**src/rtl/led_matrix_refresh_ctrl.sv**
```systemverilog
// SPI master and frame sequencer for the 104x16 LED matrix receiver.
// Sends one intensity frame {FF, intensity}, then 208 pixel frames {addr, fb_data}.
module led_matrix_refresh_ctrl #(
  parameter int CLK_DIV = 4,
  parameter int CS_GAP  = 4
) (
  input  logic       clk,
  input  logic       rst,
  input  logic       start,
  input  logic       intensity_only,
  input  logic [7:0] intensity,
  output logic [7:0] fb_addr,
  input  logic [7:0] fb_data,
  output logic       cs,
  output logic       sclk,
  output logic       mosi,
  output logic       busy,
  output logic       done
);

  localparam int PH_MAX = (CLK_DIV > CS_GAP) ? CLK_DIV : CS_GAP;
  localparam int PW     = $clog2(PH_MAX + 1);
  localparam logic [PW-1:0] DIV_END = PW'(CLK_DIV - 1);
  localparam logic [PW-1:0] GAP_END = PW'(CS_GAP - 1);
  localparam logic [7:0]    LAST_PIX = 8'd208;

  typedef enum logic [2:0] {IDLE, SETUP, HIGH, LOW, TAIL, GAP} state_t;

  state_t        state;
  logic [PW-1:0] ph;
  logic [15:0]   shreg;
  logic [3:0]    bit_cnt;
  logic [7:0]    frame_idx;
  logic          io_q;
  logic          last_frame;

  assign last_frame = io_q ? (frame_idx == 8'd0) : (frame_idx == LAST_PIX);

  always_ff @(posedge clk or posedge rst) begin
    if (rst) begin
      state     <= IDLE;
      ph        <= '0;
      shreg     <= '0;
      bit_cnt   <= '0;
      frame_idx <= '0;
      io_q      <= 1'b0;
      fb_addr   <= '0;
      cs        <= 1'b1;
      sclk      <= 1'b0;
      mosi      <= 1'b0;
      busy      <= 1'b0;
      done      <= 1'b0;
    end else begin
      done <= 1'b0;
      unique case (state)
        IDLE: begin
          if (start) begin
            io_q      <= intensity_only;
            frame_idx <= '0;
            shreg     <= {8'hFF, intensity};
            bit_cnt   <= '0;
            ph        <= '0;
            cs        <= 1'b0;
            mosi      <= 1'b1;
            busy      <= 1'b1;
            state     <= SETUP;
          end
        end
        SETUP: begin
          if (ph == DIV_END) begin
            ph    <= '0;
            sclk  <= 1'b1;
            state <= HIGH;
          end else ph <= ph + 1'b1;
        end
        HIGH: begin
          if (ph == DIV_END) begin
            ph   <= '0;
            sclk <= 1'b0;
            if (bit_cnt == 4'd15) state <= TAIL;
            else begin
              // next bit goes out on the falling edge, half a period before the receiver samples
              shreg   <= shreg << 1;
              mosi    <= shreg[14];
              bit_cnt <= bit_cnt + 1'b1;
              state   <= LOW;
            end
          end else ph <= ph + 1'b1;
        end
        LOW: begin
          if (ph == DIV_END) begin
            ph    <= '0;
            sclk  <= 1'b1;
            state <= HIGH;
          end else ph <= ph + 1'b1;
        end
        TAIL: begin
          if (ph == DIV_END) begin
            ph    <= '0;
            cs    <= 1'b1;
            mosi  <= 1'b0;
            state <= GAP;
            // pixel frame n carries address n-1, so the next address is the current index
            if (!last_frame) fb_addr <= frame_idx;
          end else ph <= ph + 1'b1;
        end
        GAP: begin
          if (ph == GAP_END) begin
            ph <= '0;
            if (last_frame) begin
              busy  <= 1'b0;
              done  <= 1'b1;
              state <= IDLE;
            end else begin
              frame_idx <= frame_idx + 1'b1;
              shreg     <= {fb_addr, fb_data};
              mosi      <= fb_addr[7];
              bit_cnt   <= '0;
              cs        <= 1'b0;
              state     <= SETUP;
            end
          end else ph <= ph + 1'b1;
        end
        default: state <= IDLE;
      endcase
    end
  end

endmodule
```
**config.mk**
```make
export PLATFORM = sky130hd
export DESIGN_NAME = led_matrix_refresh_ctrl
export DESIGN_NICKNAME = d
export VERILOG_FILES = /design/src/rtl/led_matrix_refresh_ctrl.sv
export SDC_FILE = /design/constraint.sdc
export NUM_CORES = 1
export LEC_CHECK = 0
export CORE_ASPECT_RATIO = 0.6
export CORE_UTILIZATION = 55
export DETAILED_ROUTE_END_ITERATION = 6
export PLACE_DENSITY = 0.79
export SLEW_MARGIN = 20
export SYNTH_ARGS = -nofsm -noshare
export SYNTH_HDL_FRONTEND = slang
export SYNTH_SLANG_ARGS = --single-unit
export TNS_END_PERCENT = 50
```
**constraint.sdc**
```tcl
create_clock -name clk -period 2.6 [get_ports clk]
set_input_delay 0.52 -clock clk [delete_from_list [all_inputs] [get_ports clk]]
set_output_delay 0.52 -clock clk [all_outputs]
set_load 0.005 [all_outputs]
```
==> results of run 1 <==
## power breakdown
part / total, mW / switching (mW) / internal [mW] / leakage, nW
registers: 0.735 / 0.00251 / 0.733 / 0.602
logic: 0.0560 / 0.0239 / 0.0321 / 0.652
clock network: 0.483 / 0.283 / 0.200 / 0.0467
## cells in the final DEF (no fill, tap or decap), types with 5 or more instances in the layout
cell type,synthesis,final
sky130_fd_sc_hd__dfrtp_1,46,46
sky130_fd_sc_hd__clkbuf_8,0,5
sky130_fd_sc_hd__nor3_1,6,6
sky130_fd_sc_hd__o31ai_1,5,5
sky130_fd_sc_hd__buf_4,0,6
sky130_fd_sc_hd__clkdlybuf4s50_1,0,32
sky130_fd_sc_hd__mux2_4,10,10
sky130_fd_sc_hd__o21ai_0,17,17
sky130_fd_sc_hd__a21oi_1,12,12
sky130_fd_sc_hd__nor2_1,9,9
sky130_fd_sc_hd__nand2_1,35,35
sky130_fd_sc_hd__a22oi_1,15,15
sky130_fd_sc_hd__mux2_2,14,14
## stage by stage
step / cell area, µm² / total power, mW / utilization [%] / hold slack (ps) / std cells
CTS: 3040 / 1.284 / 71.05 / 515.4 / 337
floorplan: 2552 / 0.7682 / - / 469.8 / 243
global placement: 2944 / 0.8057 / 68.80 / 482.3 / 329
finish: 3040 / 1.274 / 71.05 / 519.5 / 337
detailed placement: 2944 / 0.8063 / 68.80 / 492.5 / 329
global route: 3040 / 1.319 / 71.05 / 536.5 / 337
## worst max-delay path by stage
| stage | end | slack [ps] | cells after the start |
|---|---|---|---|
| after floorplan | shreg[0] | 610 | 8 |
| after global placement | shreg[9] | 290 | 7 |
| after detailed placement | shreg[13] | 230 | 7 |
| after CTS | shreg[13] | 350 | 7 |
| after global routing | shreg[13] | 210 | 7 |
| final | shreg[13] | 330 | 7 |
## registers in the layout, indices dropped and copies added (netlist names)
name / flops
mosi: 1
io_q: 1
bit_cnt: 4
frame_idx: 8
shreg: 15
fb_addr: 8
state: 3
cs: 1
done: 1
ph: 3
sclk: 1
busy: 1
## routing by layer
layer | vias to the layer above | GRT usage, % | share of wire, %
met5 | - | 0 | 0
met4 | 0 | 7.258 | 1.0
met3 | 7 | 5.278 | 6.8
met2 | 69 | 34.36 | 42
met1 | 978 | 39.61 | 50
li1 | 962 | - | -
## worst reg2reg max path: stages (launching register included)
cell	delay (ps)
sky130_fd_sc_hd__dfrtp_1	440
sky130_fd_sc_hd__ha_1	250
sky130_fd_sc_hd__nand2b_1	260
sky130_fd_sc_hd__a31oi_4	360
sky130_fd_sc_hd__o22ai_4	170
sky130_fd_sc_hd__nor2_4	160
sky130_fd_sc_hd__buf_12	180
sky130_fd_sc_hd__mux2_2	360
## cell type report
class	instances	share of cell area, %
sequential	47	38.72
tap	60	2.469
inverter	5	0.6173
timing repair buffer	39	12.67
clock buffer	5	2.263
multi-input combinational	178	42.35
clock inverter	3	0.9053
## synthesized netlist by cell type, types with 2 or more instances
cell type	n
sky130_fd_sc_hd__dfrtp_1	46
sky130_fd_sc_hd__nand2_1	35
sky130_fd_sc_hd__o21ai_0	17
sky130_fd_sc_hd__a22oi_1	15
sky130_fd_sc_hd__mux2_2	14
sky130_fd_sc_hd__a21oi_1	12
sky130_fd_sc_hd__mux2_4	10
sky130_fd_sc_hd__nor2_1	9
sky130_fd_sc_hd__clkbuf_1	7
sky130_fd_sc_hd__nor3_1	6
sky130_fd_sc_hd__inv_1	5
sky130_fd_sc_hd__o31ai_1	5
sky130_fd_sc_hd__and3_1	4
sky130_fd_sc_hd__buf_2	4
sky130_fd_sc_hd__ha_1	4
sky130_fd_sc_hd__nand3_1	4
sky130_fd_sc_hd__nand2b_1	3
sky130_fd_sc_hd__o22ai_1	3
sky130_fd_sc_hd__a22o_1	2
sky130_fd_sc_hd__buf_6	2
sky130_fd_sc_hd__mux2i_1	2
sky130_fd_sc_hd__nand3b_1	2
sky130_fd_sc_hd__nand4_1	2
sky130_fd_sc_hd__nor4b_2	2
sky130_fd_sc_hd__o21a_1	2
sky130_fd_sc_hd__or4_1	2
## kinds of logic (layout without fill, tap and decap cells)
logic type / after synthesis / count (layout) / synth area share [%]
adders and majority gates: 4 / 4 / 1.961
AOI/OAI and AO/OA: 69 / 69 / 19.12
muxes: 26 / 26 / 12.84
buffers and inverters: 18 / 52 / 3.432
and+or+nand+nor: 79 / 79 / 16.52
DFF: 47 / 47 / 46.13
==> summary.log, run 1 <==
qor: placement.buffer_ports.inserted 32
qor: die.die_width 89.95 µm
qor: layout.multi_input_logic_area 0.001287 mm²
qor: setup_path.cpPeakStageDelay 440 ps
qor: setup_path.crit_fanout 16
qor: pwr.power_per_cell_area 419.1 mW/mm²
qor: setup_path.worst_setup_path_end_kind flop
qor: drt.drt_pass1_iterations 6
qor: layout.fill_cells 321
qor: setup_path.cp_cell_sequence ha_1 -> nand2b_1 -> a31oi_4 -> o22ai_4 -> nor2_4 -> buf_12 -> mux2_2
qor: sta.relSlewSlack 58.98%
qor: clock_tree.post_cts_setup_bufs 0
qor: die.placement_rows 18
qor: logic_synthesis.portion_of_synthesized_cell_area_occupied_by_the_leading_cell_type 45.10%
qor: global_route.via_count_of_the_first_global_routing_pass 1,806
qor: drt.dr.first_iter.drc_count 161
qor: drt.via_count 2,016
qor: setup_path.cp_data_arrival_time 2470 ps
qor: setup_path.worstSetupStartpointType flop
qor: placement.post-place-ws 226.4 ps
qor: logic_synthesis.synth_area 0.002552 mm²
qor: die.die_height 54.77 µm
qor: logic_synthesis.yosysUniqueCellTypes 50
qor: outcome.status finished, final reports clean
qor: sta.final.period_utilization 87.13%
qor: clock_tree.cts_hold_buffers 0
qor: setup_path.cp_max_stage_cell sky130_fd_sc_hd__dfrtp_1
qor: logic_synthesis.biggest_area_consumer_among_synthesized_cells sky130_fd_sc_hd__dfrtp_1
qor: setup_path.critical_path.reg2reg.endpoint shreg[13]
qor: drt.wl_per_cell 17.07 µm
qor: global_route.global_route_wire_length_before_repair 9301 µm
qor: clock_tree.clk_pin_slew_worst_paths 100 ps
qor: setup_path.critical_path.n_buffers_inverters 1
qor: sta.worst-slew-pin-transition 615.2 ps
qor: logic_synthesis.ys_seq_elements 47
qor: clock_tree.clk_path_buf_depth 2
qor: logic_synthesis.largest_cells_by_area_after_synthesis sky130_fd_sc_hd__dfrtp_1 45%, sky130_fd_sc_hd__mux2_2 6.2%, sky130_fd_sc_hd__mux2_4 5.9%
qor: clock_tree.clk_root_buffer_cell sky130_fd_sc_hd__clkbuf_8
qor: setup_path.regToRegStartpoint ph[0]
qor: layout.area_growth 19.12%
qor: setup_path.worstSetupPathType flop to flop
qor: logic_synthesis.avgSynthCellArea 10.50 µm²
qor: die.dieArea 0.004926 mm²
qor: setup_path.worst-r2r-setup-slack 330 ps
qor: clock_tree.cts-buffers-inserted 5
qor: die.floorplan.io_pins 33
qor: setup_path.worst-endpoint-required 2810 ps
qor: run.cap_viol_max_count 0
qor: clock_tree.worst_skew_pair.late_latency 310 ps
qor: layout.final_net_count 300
qor: logic_synthesis.synth-edff-count 0
qor: setup_path.path_delay_family compound AO/OA/AOI/OAI gates
qor: clock_tree.clock_tree.htree_level_count 2
qor: drt.vias_per_cell 5.982
qor: global_route.global_route_overflow 0
qor: hold_path.timing.hold.worst.class flop to flop
qor: sta.setup_total_negative_slack 0 ps
qor: sta.finalWorstSetupSlack 334.6 ps
qor: logic_synthesis.asyncSetResetFlopFracSynth 100.0%
qor: global_route.initial_antenna_violation_count 0
qor: pwr.leakage 1.301 nW
qor: sta.timing.fmax 441.4 MHz
qor: clock_tree.cts_resized 0
qor: layout.drive_above_1_share 19.86%
qor: hold_path.min-delay-start ph[1]
qor: sta.finalHoldViolCount 0
qor: logic_synthesis.gate_count_after_technology_mapping 243
qor: layout.diode_count 0
qor: clock_tree.clock_sink_count 47
qor: logic_synthesis.synthesis.yosys.warnings 0
qor: pwr.max-vdd-ir-drop 259.9 µV
qor: setup_path.r2r.worst_path.cells 7
qor: global_route.global_route.usage.total 25.25%
qor: logic_synthesis.synth_flop_cell sky130_fd_sc_hd__dfrtp_1
qor: sta.setup_viol_count_final 0
qor: die.core_region_area 0.004279 mm²
qor: sta.finalWorstPathRequiredPeriod 2265 ps
qor: placement.detailedPlacementHpwl 4078 µm
qor: placement.finalWeightedCongestion 0.8277
qor: clock_tree.cts_tree yes
qor: die.initial_core_util 59.65%
qor: logic_synthesis.ys_seq_area_share 46.13%
qor: drt.ant_nets 0
qor: drt.routed_wl 5754 µm
qor: hold_path.holdPathEnd ph[1]
qor: sta.rsz0062_at_grt false
qor: sta.pins_over_slew_limit 0
qor: layout.seq_area 0.001177 mm²
qor: hold_path.min_delay_path_depth 1
qor: drt.drc 0
qor: logic_synthesis.syn-num-nets 267
qor: setup_path.startpoint ph[0]
qor: global_route.grt_start_max_net_pins 48
qor: sta.finalClockSkew 8.474 ps
No activity file was read; power rests on OpenSTA's default activity.
==> run 2: changes to the inputs <==
Settings changed: GPL_TIMING_DRIVEN set to 0.
==> run 2 against run 1 <==
Net effect: critical path type unchanged; die area did not move; clock power decreased by 9.3%; final cell count increased by 2.1%; largest power group unchanged; first-iteration DRC count decreased by 9.9%; power fell by 3.2%; count of clock-buffer cells in the layout is 1 higher; non-clock buffer count is 7 higher; worst hold slack lost 6.8 ps; fmax down 1.8%; global-route usage up 0.87 points; via count is 0.55% higher.
==> summary.log, run 2 (synthesis results as in run 1) <==
qor: global_route.global_route_overflow 0
qor: clock_tree.cts_hold_buffers 0
qor: global_route.via_count_of_the_first_global_routing_pass 1,835
qor: drt.drc 0
qor: drt.wl_per_cell 17.36 µm
qor: drt.via_count 2,027
qor: clock_tree.clk_root_buffer_cell sky130_fd_sc_hd__clkbuf_8
qor: sta.timing.fmax 433.4 MHz
qor: outcome.status finished, final reports clean
qor: setup_path.critical_path.n_buffers_inverters 2
qor: setup_path.worst-endpoint-required 2790 ps
qor: setup_path.worst_setup_path_end_kind flop
qor: clock_tree.clk_pin_slew_worst_paths 90 ps
qor: global_route.initial_antenna_violation_count 0
qor: drt.routed_wl 5973 µm
qor: layout.area_growth 19.90%
qor: pwr.power_frac_clock 35.6%
qor: hold_path.timing.hold.worst.class flop to flop
qor: placement.post-place-ws 133.8 ps
qor: clock_tree.clock_sink_count 47
qor: die.dieArea 0.004926 mm²
qor: die.die_height 54.77 µm
qor: layout.number_of_flip_flops_under_the_largest_register_name 15
qor: layout.fill_cells 333
qor: placement.buffer_ports.inserted 32
qor: setup_path.cp_data_arrival_time 2500 ps
qor: clock_tree.worst_skew_pair.late_latency 300 ps
qor: setup_path.path_delay_family buffers and inverters
qor: layout.diode_count 0
qor: setup_path.cp_max_stage_cell sky130_fd_sc_hd__dfrtp_1
qor: clock_tree.cts-buffers-inserted 5
qor: global_route.grt_start_max_net_pins 28
qor: placement.detailedPlacementHpwl 4331 µm
qor: sta.finalClockSkew 7.280 ps
qor: run.cap_viol_max_count 0
qor: pwr.finalPower 1.233 mW
qor: die.initial_core_util 59.65%
qor: die.die_width 89.95 µm
qor: layout.most_common_cell_after_layout_fill_and_taps_aside sky130_fd_sc_hd__dfrtp_1
qor: sta.pins_over_slew_limit 0
qor: drt.dr.first_iter.drc_count 145
qor: sta.final.period_utilization 88.75%
qor: pwr.leakage 1.305 nW
qor: setup_path.cpPeakStageDelay 420 ps
qor: layout.final_cell_mix 46 x sky130_fd_sc_hd__dfrtp_1, 35 x sky130_fd_sc_hd__nand2_1, 32 x sky130_fd_sc_hd__clkdlybuf4s50_1
qor: pwr.power_per_cell_area 402.9 mW/mm²
qor: pwr.p_int 0.9563 mW
qor: setup_path.worstSetupPathType flop to flop
qor: global_route.global_route_wire_length_before_repair 9591 µm
qor: clock_tree.cts_resized 0
qor: layout.multi_input_logic_area 0.001287 mm²
qor: die.core_region_area 0.004279 mm²
qor: pwr.p_switching 0.2767 mW
qor: layout.final_net_count 307
qor: layout.drive_above_1_share 19.01%
qor: die.floorplan.io_pins 33
qor: setup_path.cp_cell_sequence ha_1 -> nor2b_1 -> clkbuf_1 -> a31oi_2 -> nor2_4 -> buf_6 -> mux2_4
qor: sta.worst-slew-pin-transition 614.5 ps
qor: clock_tree.clk_path_buf_depth 2
qor: pwr.max-vdd-ir-drop 274.0 µV
qor: sta.finalWorstSetupSlack 292.5 ps
qor: global_route.global_route.usage.total 26.12%
qor: layout.utilization_after_layout 71.52%
qor: clock_tree.clock_tree.htree_level_count 2
qor: drt.vias_per_cell 5.892
qor: sta.finalHoldViolCount 0
qor: setup_path.worstSetupStartpointType flop
qor: die.placement_rows 18
qor: sta.finalWorstPathRequiredPeriod 2308 ps
qor: setup_path.crit_fanout 10
qor: drt.drt_pass1_iterations 4
qor: drt.ant_nets 0
qor: sta.setup_viol_count_final 0
qor: pwr.sw_frac_of_total 22.44%
qor: sta.rsz0062_at_grt false
qor: placement.finalWeightedCongestion 0.8856
qor: layout.largest-register shreg
qor: pwr.comb_power_share 4.8%
qor: pwr.power.share.sequential 59.6%
qor: layout.seq_area 0.001177 mm²
qor: clock_tree.post_cts_setup_bufs 0
qor: layout.reg.largest.list shreg (15), fb_addr (8), frame_idx (8)
qor: sta.setup_total_negative_slack 0 ps
qor: sta.relSlewSlack 58.97%
qor: clock_tree.cts_tree yes
[run 2: metrics by stage]
stage | cells | hold slack, ps | instance area (µm²)
global route | 344 | 531.2 | 3060
floorplan | 243 | 469.8 | 2552
CTS | 344 | 515.9 | 3060
detailed placement | 336 | 496.8 | 2975
global placement | 335 | 483.4 | 2948
finish | 344 | 512.7 | 3060
[run 2: path summary, 6_finish.rpt]
path,start,to,slack [ps],cells after the start
max,ph[0],shreg[1],290,7
min,ph[1],ph[1],510,1
max reg2reg,ph[0],shreg[1],290,7
min reg2reg,ph[1],ph[1],510,1
max in group asynchronous,rst,io_q,1470,3
min in group asynchronous,rst,shreg[4],610,2
[run 2: layout make-up]
cell class,instances,share of cell area (%)
buffer,13,2.249
tap,60,2.453
timing repair buffer,33,11.37
multi-input combinational,178,42.07
clock inverter,2,0.4088
inverter,5,0.6132
clock buffer,6,2.371
sequential,47,38.47
[run 2: worst reg2reg max path, delay by kind of cell, from the launching register on]
| kind | cells | cell delay, ps |
|---|---|---|
| flip-flops | 1 | 420 |
| adder cells (fa/ha/maj) | 1 | 250 |
| AND/OR/NAND/NOR | 2 | 430 |
| AO/OA/AOI/OAI | 1 | 280 |
| buffers and inverters | 2 | 520 |
| multiplexers | 1 | 320 |
[run 2: routing by layer]
layer | up-vias | wire length (µm) | GRT usage [%]
li1 | 970 | - | -
met1 | 988 | 3015 | 39.88
met2 | 67 | 2554 | 37.69
met3 | 2 | 383 | 5.278
met4 | 0 | 19 | 6.720
met5 | - | 0 | 0
[run 2: power groups by stage]
| stage | combinational (mW) | sequential, mW | clock [mW] |
|---|---|---|---|
| detailed placement | 0.0609 | 0.750 | 0 |
| finish | 0.0594 | 0.735 | 0.438 |
| global placement | 0.0545 | 0.750 | 0 |
| floorplan | 0.0192 | 0.749 | 0 |
| CTS | 0.0612 | 0.735 | 0.444 |
| global route | 0.0669 | 0.736 | 0.478 |
==> run 3: changes to the inputs <==
Settings changed: CELL_PAD_IN_SITES_DETAIL_PLACEMENT set to 1, CELL_PAD_IN_SITES_GLOBAL_PLACEMENT set to 2, CORE_UTILIZATION 55 to 36, PLACE_DENSITY 0.79 to not set, PLACE_DENSITY_LB_ADDON set to 0.1.
==> run 3 against run 2 <==
Net effect: sequential share of layout area fell by 1.1 points; fmax up 0.55%; worst setup slack gained 13 ps; final area grew 2.9%; global-route usage decreased by 6.0 points; power rose by 15%; critical path type unchanged.
==> summary.log, run 3 (synthesis results as in run 1) <==
qor: setup_path.worst_setup_path_end_kind flop
qor: sta.fin_worst_hold_slack 507.6 ps
qor: pwr.max-vdd-ir-drop 259.0 µV
qor: layout.drive_above_1_share 19.72%
qor: layout.seq_area 0.001177 mm²
qor: layout.fin_area 0.003151 mm²
qor: clock_tree.worst_skew_pair.late_latency 290 ps
qor: drt.drt_pass1_iterations 4
qor: global_route.grt_start_max_net_pins 26
qor: layout.diode_count 0
qor: placement.buffer_ports.inserted 32
qor: clock_tree.clk_pin_slew_worst_paths 60 ps
qor: sta.pins_over_slew_limit 0
qor: global_route.global_route_overflow 0
qor: sta.setup_viol_count_final 0
qor: layout.number_of_flip_flops_under_the_largest_register_name 15
qor: sta.final.period_utilization 88.27%
qor: sta.timing.fmax 435.7 MHz
qor: setup_path.cp_data_arrival_time 2470 ps
qor: die.initial_core_util 37.74%
qor: drt.via_count 2,062
qor: setup_path.worst-r2r-setup-slack 310 ps
qor: die.placement_rows 23
qor: die.dieArea 0.007442 mm²
qor: setup_path.worstSetupStartpointType flop
qor: placement.post-place-ws 100.3 ps
qor: sta.finalWorstSetupSlack 305.0 ps
qor: layout.multi_input_logic_area 0.001287 mm²
qor: pwr.leakage 1.341 nW
qor: drt.ant_nets 0
qor: outcome.status finished, final reports clean
qor: setup_path.crit_fanout 10
qor: placement.detailed_place.area 0.003009 mm²
qor: setup_path.worst-endpoint-required 2770 ps
qor: layout.most_common_cell_after_layout_fill_and_taps_aside sky130_fd_sc_hd__dfrtp_1
qor: clock_tree.cts-buffers-inserted 5
qor: drt.routed_wl 6935 µm
qor: placement.finalWeightedCongestion 0.7779
qor: setup_path.worstSetupPathType flop to flop
qor: pwr.power_per_cell_area 451.2 mW/mm²
qor: setup_path.r2r.worst_path.cells 8
qor: global_route.initial_antenna_violation_count 0
qor: layout.fill_cells 768
qor: sta.finalHoldViolCount 0
qor: clock_tree.clk_root_buffer_cell sky130_fd_sc_hd__clkbuf_16
qor: sta.finalWorstPathRequiredPeriod 2295 ps
qor: clock_tree.clock_tree.htree_level_count 2
qor: sta.worst-slew-pin-transition 640.2 ps
qor: die.floorplan.io_pins 33
qor: layout.final_cell_mix 46 x sky130_fd_sc_hd__dfrtp_1, 35 x sky130_fd_sc_hd__nand2_1, 32 x sky130_fd_sc_hd__clkdlybuf4s50_1
qor: run.cap_viol_max_count 0
qor: drt.dr.first_iter.drc_count 111
qor: global_route.global_route.usage.total 20.14%
qor: sta.rsz0062_at_grt false
qor: hold_path.timing.hold.worst.class flop to flop
qor: global_route.via_count_of_the_first_global_routing_pass 2,049
qor: clock_tree.clk_path_buf_depth 2
qor: drt.wl_per_cell 18.69 µm
qor: placement.detailedPlacementHpwl 5261 µm
qor: clock_tree.cts_hold_buffers 0
qor: hold_path.min_delay_path_depth 1
qor: clock_tree.cts_tree yes
qor: global_route.global_route_wire_length_before_repair 11,250 µm
qor: die.die_height 67.23 µm
qor: sta.relSlewSlack 57.16%
qor: layout.final_net_count 307
qor: sta.finalClockSkew 3.713 ps
qor: clock_tree.clock_sink_count 47
qor: layout.area_growth 23.43%
qor: layout.largest-register shreg
qor: drt.drc 0
qor: die.core_region_area 0.006763 mm²
qor: drt.vias_per_cell 5.558
qor: die.die_width 110.7 µm
qor: layout.reg.largest.list shreg (15), fb_addr (8), frame_idx (8)
-- run 3: per-layer routing --
layer  part of all wire (%)  up-vias  track usage, %
met3                    4.5        4           5.117
met5                      0        -               0
li1                       -      979               -
met1                     55     1043           30.97
met4                   0.61        0           5.000
met2                     40       36           27.48
-- run 3: stage by stage --
| step | setup TNS (ps) | util, % | power, mW | cells |
|---|---|---|---|---|
| 2_1_floorplan | 0 | - | 0.7682 | 243 |
| 3_3_place_gp | -5107 | 44.09 | 0.8063 | 362 |
| 3_5_place_dp | 0 | 44.50 | 0.8122 | 363 |
| 4_1_cts | 0 | 46.57 | 1.440 | 371 |
| 5_1_grt | 0 | 46.59 | 1.475 | 371 |
| 6_report | 0 | 46.59 | 1.422 | 371 |
-- run 3: worst paths after layout --
path / startpoint / to
min: shreg[12] / shreg[12]
min in group asynchronous: rst / shreg[7]
max in group asynchronous: rst / cs
min reg2reg: shreg[12] / shreg[12]
max reg2reg: ph[0] / shreg[1]
max: ph[0] / shreg[1]
-- run 3: area by class of cell --
type / count / area share (%)
Multi-Input combinational cell: 178 / 40.87
Sequential cell: 47 / 37.37
Inverter: 5 / 0.5957
Tap cell: 87 / 3.455
Buffer: 13 / 2.224
Timing Repair Buffer: 33 / 11.04
Clock buffer: 5 / 3.971
Clock inverter: 3 / 0.4766
-- run 3: what timing repair did --
| action | 4_1_cts | 5_1_grt |
|---|---|---|
| setup endpoints to repair | 0 | 4 |
| setup buffers | 0 | 0 |
| gates resized for setup | 0 | 2 |
-- run 3: critical path, cell delays in order, from the launching register on --
cell,delay [ps]
sky130_fd_sc_hd__dfrtp_1,420
sky130_fd_sc_hd__ha_1,240
sky130_fd_sc_hd__nand2b_1,70
sky130_fd_sc_hd__buf_2,180
sky130_fd_sc_hd__a31oi_4,290
sky130_fd_sc_hd__o22ai_4,170
sky130_fd_sc_hd__nor2_4,250
sky130_fd_sc_hd__buf_6,230
sky130_fd_sc_hd__mux2_4,310
-- run 3: power breakdown --
part / internal [mW] / switching, mW / leakage (nW)
sequential: 0.734 / 0.00295 / 0.602
combinational: 0.0352 / 0.0254 / 0.666
clock: 0.351 / 0.273 / 0.0733
total: 1.12 / 0.302 / 1.34
==> edit: new RTL, settings of run 1 <==
Reset style: synchronous (`rst`), changed in one clocked block.
--- a/src/rtl/led_matrix_refresh_ctrl.sv
+++ b/src/rtl/led_matrix_refresh_ctrl.sv
@@ -37,5 +37,5 @@
   assign last_frame = io_q ? (frame_idx == 8'd0) : (frame_idx == LAST_PIX);
 
-  always_ff @(posedge clk or posedge rst) begin
+  always_ff @(posedge clk) begin
     if (rst) begin
       state     <= IDLE;
Formal check against the unedited RTL: differs if rst is asserted again (counterexample within 4 cycles, from zero or initial values and one cycle with rst high); with rst held inactive, the same outputs for 10 cycles.
==> edit against run 1 <==
Synthesized area down 5.7%. First-iteration DRC count is 14% lower. Wire length decreased by 4.8%. Core utilization fell by 0.43 points. Hold slack got worse by 28 ps. Sequential cell count stayed put. Design area shrank 3.7%. Synthesized cell count rose by 15%. Worst setup slack better by 57 ps. Clock skew increased by 3.5 ps. Largest cell class unchanged. Highest routed layer unchanged.
Power is not compared: it rests on default switching activity, and its combinational part moved more than twofold at a synthesized area within 25%.
==> edit: results (changes against run 1) <==
Outcome = finished clean
Post-Place Worst Slack = 290 ps (+63.8 ps)
Post-Route WL = 5480 um (-4.8%)
Worst-path maximum fanout = 34 (+18)
Reg clk slew, reported paths = 100 ps (about the same)
RR Startpoint = ph[0]$_SDFFE_PP0P_
Clock Skew = 12.0 ps (+3.51 ps)
Post-synth top flop = dfxtp_1
Postcts setup bufs = 0 (unchanged)
WHS Endpoint = fb_addr[2]$_SDFFE_PP0P_
Metal-1 WL = 2820 um (-2.9%)
Fraction of registers with async set/reset = 0% (-100 points)
Final nets = 334 (+11%)
Global-route wire length before repair = 8710 um (-6.3%)
Antenna diodes = 0 (unchanged)
Total CTS buffers = 5 (unchanged)
Syn Area/Cell = 8.62 sq um (-18%)
Register area share after synthesis = 39.1% (-7.0 points)
Fillcell total = 334 (+4.0%)
Dpl cells = 363 (+10%)
Clock Latency Late Sink = 310 ps (about the same)
DR vias = 2,135 (+5.9%)
Synth top cells by count = dfxtp_1, nor2_1, a21oi_1, nand2_1, nand3_1
Initial DRC Count = 138 (-14%)
Hold Crit Start = fb_addr[2]$_SDFFE_PP0P_
H-tree depth = 2 (unchanged)
Slew HR = 59.6% (+0.64 points)
Placement Cell Area = 2810 sq um (-4.5%)
Pin count of the biggest net entering global routing = 40 (-17%)
Detail-routed via count per cell = 5.75 (-3.8%)
Reg2reg end = shreg[1]$_SDFFE_PP0P_
Initial antenna violation count = 0 (unchanged)
Vias in the first global route = 1,840 (+1.9%)
Routability Congestion = 0.800 (-3.3%)
Total track usage = 24.9% (-0.31 points)
Crit path arrival time = 2420 ps (-50 ps)
Share of layout cells above drive strength 1 = 13.5% (-6.4 points)
Post-synth net total = 303 (+13%)
Initial DRT Pass Iterations = 4 (-2)
Post-synth cell types = 46 (-8.0%)
Met3 routed WL = 300 um (-23%)
VDD IR max = 399 uV
Flop2flop setup slack = 390 ps (+60 ps)
CTS resizes = 0 (unchanged)
Detailed Place HPWL = 3790 um (-7.0%)
Slew Limit Fails = 0 (unchanged)
Hold depth = 2 (+1)
Met2 Wirelength = 2320 um (-3.3%)
Synth area leaders = dfxtp_1, nor2_1, a21oi_1, a311oi_2, nand3_1
-- edit: cell count changes after synthesis, moves of 9 or more --
cell | before | now
dfrtp_1 | 46 | 0
o21ai_0 | 17 | 7
mux2_4 | 10 | 0
dfxtp_1 | 0 | 47
nor2_1 | 9 | 45
nand2_1 | 35 | 21
a21oi_1 | 12 | 21
nand3_1 | 4 | 17
mux2_2 | 14 | 1
-- edit: cell families (layout without fill, tap and decap cells) --
kind of cell / count (synthesis) / after routing / synth area share, %
compound gates: 74 / 74 / 23.9
xor+xnor: 7 / 7 / 2.55
fa+ha+maj: 4 / 4 / 2.08
buf+inv: 24 / 56 / 4.68
flops: 47 / 47 / 39.1
mux: 4 / 4 / 1.72
simple gates: 119 / 119 / 25.9
-- edit: worst max-delay path: stages (launching register included) --
cell and delay [ps]:
dfxtp_1 410, ha_1 270, nor2b_1 460, a21boi_1 180
nor3b_4 250, buf_12 220, nor2_1 70, a311oi_1 250
-- edit: worst max-delay path by stage --
stage          cells after the start                         to                   from  slack (ps)
2_1_floorplan                      6  frame_idx[3]$_SDFFE_PP0P_     ph[0]$_SDFFE_PP0P_         790
3_3_place_gp                       6  frame_idx[3]$_SDFFE_PP0P_                  start         350
3_5_place_dp                       6  frame_idx[3]$_SDFFE_PP0P_                  start         290
4_1_cts                            6      shreg[1]$_SDFFE_PP0P_  state[0]$_SDFFE_PP0P_         400
5_1_grt                            6      shreg[1]$_SDFFE_PP0P_  state[0]$_SDFFE_PP0P_         230
6_report                           7      shreg[1]$_SDFFE_PP0P_     ph[0]$_SDFFE_PP0P_         390
-- edit: power groups by stage --
stage | sequential [mW] | combinational, mW | clock (mW)
final | 0.800 | 0.252 | 0.554
after global routing | 0.806 | 0.280 | 0.594
after global placement | 0.815 | 0.243 | 0
after detailed placement | 0.815 | 0.252 | 0
after CTS | 0.799 | 0.253 | 0.560
after floorplan | 0.802 | 0.175 | 0
-- edit: through the flow --
step                hold slack [ps]  utilization (%)
floorplan                       452                -
detailed placement              477             67.8
CTS                             494             70.6
global route                    509             70.6
global placement                466             67.8
finish                          491             70.6
-- edit: cell type report --
class	count	area (sq um)	area share [%]
multi-input combinational	208	1360	46.4
clock inverter	3	46.3	1.58
timing repair buffer	44	423	14.5
clock buffer	5	68.8	2.35
sequential	47	941	32.2
inverter	4	15.0	0.513
tap	60	75.1	2.57
-- edit: routing by layer --
metal	GRT usage, %	up-vias
met5	0	-
met1	36.4	1009
li1	-	1077
met2	35.9	45
met3	6.08	4
met4	7.10	0
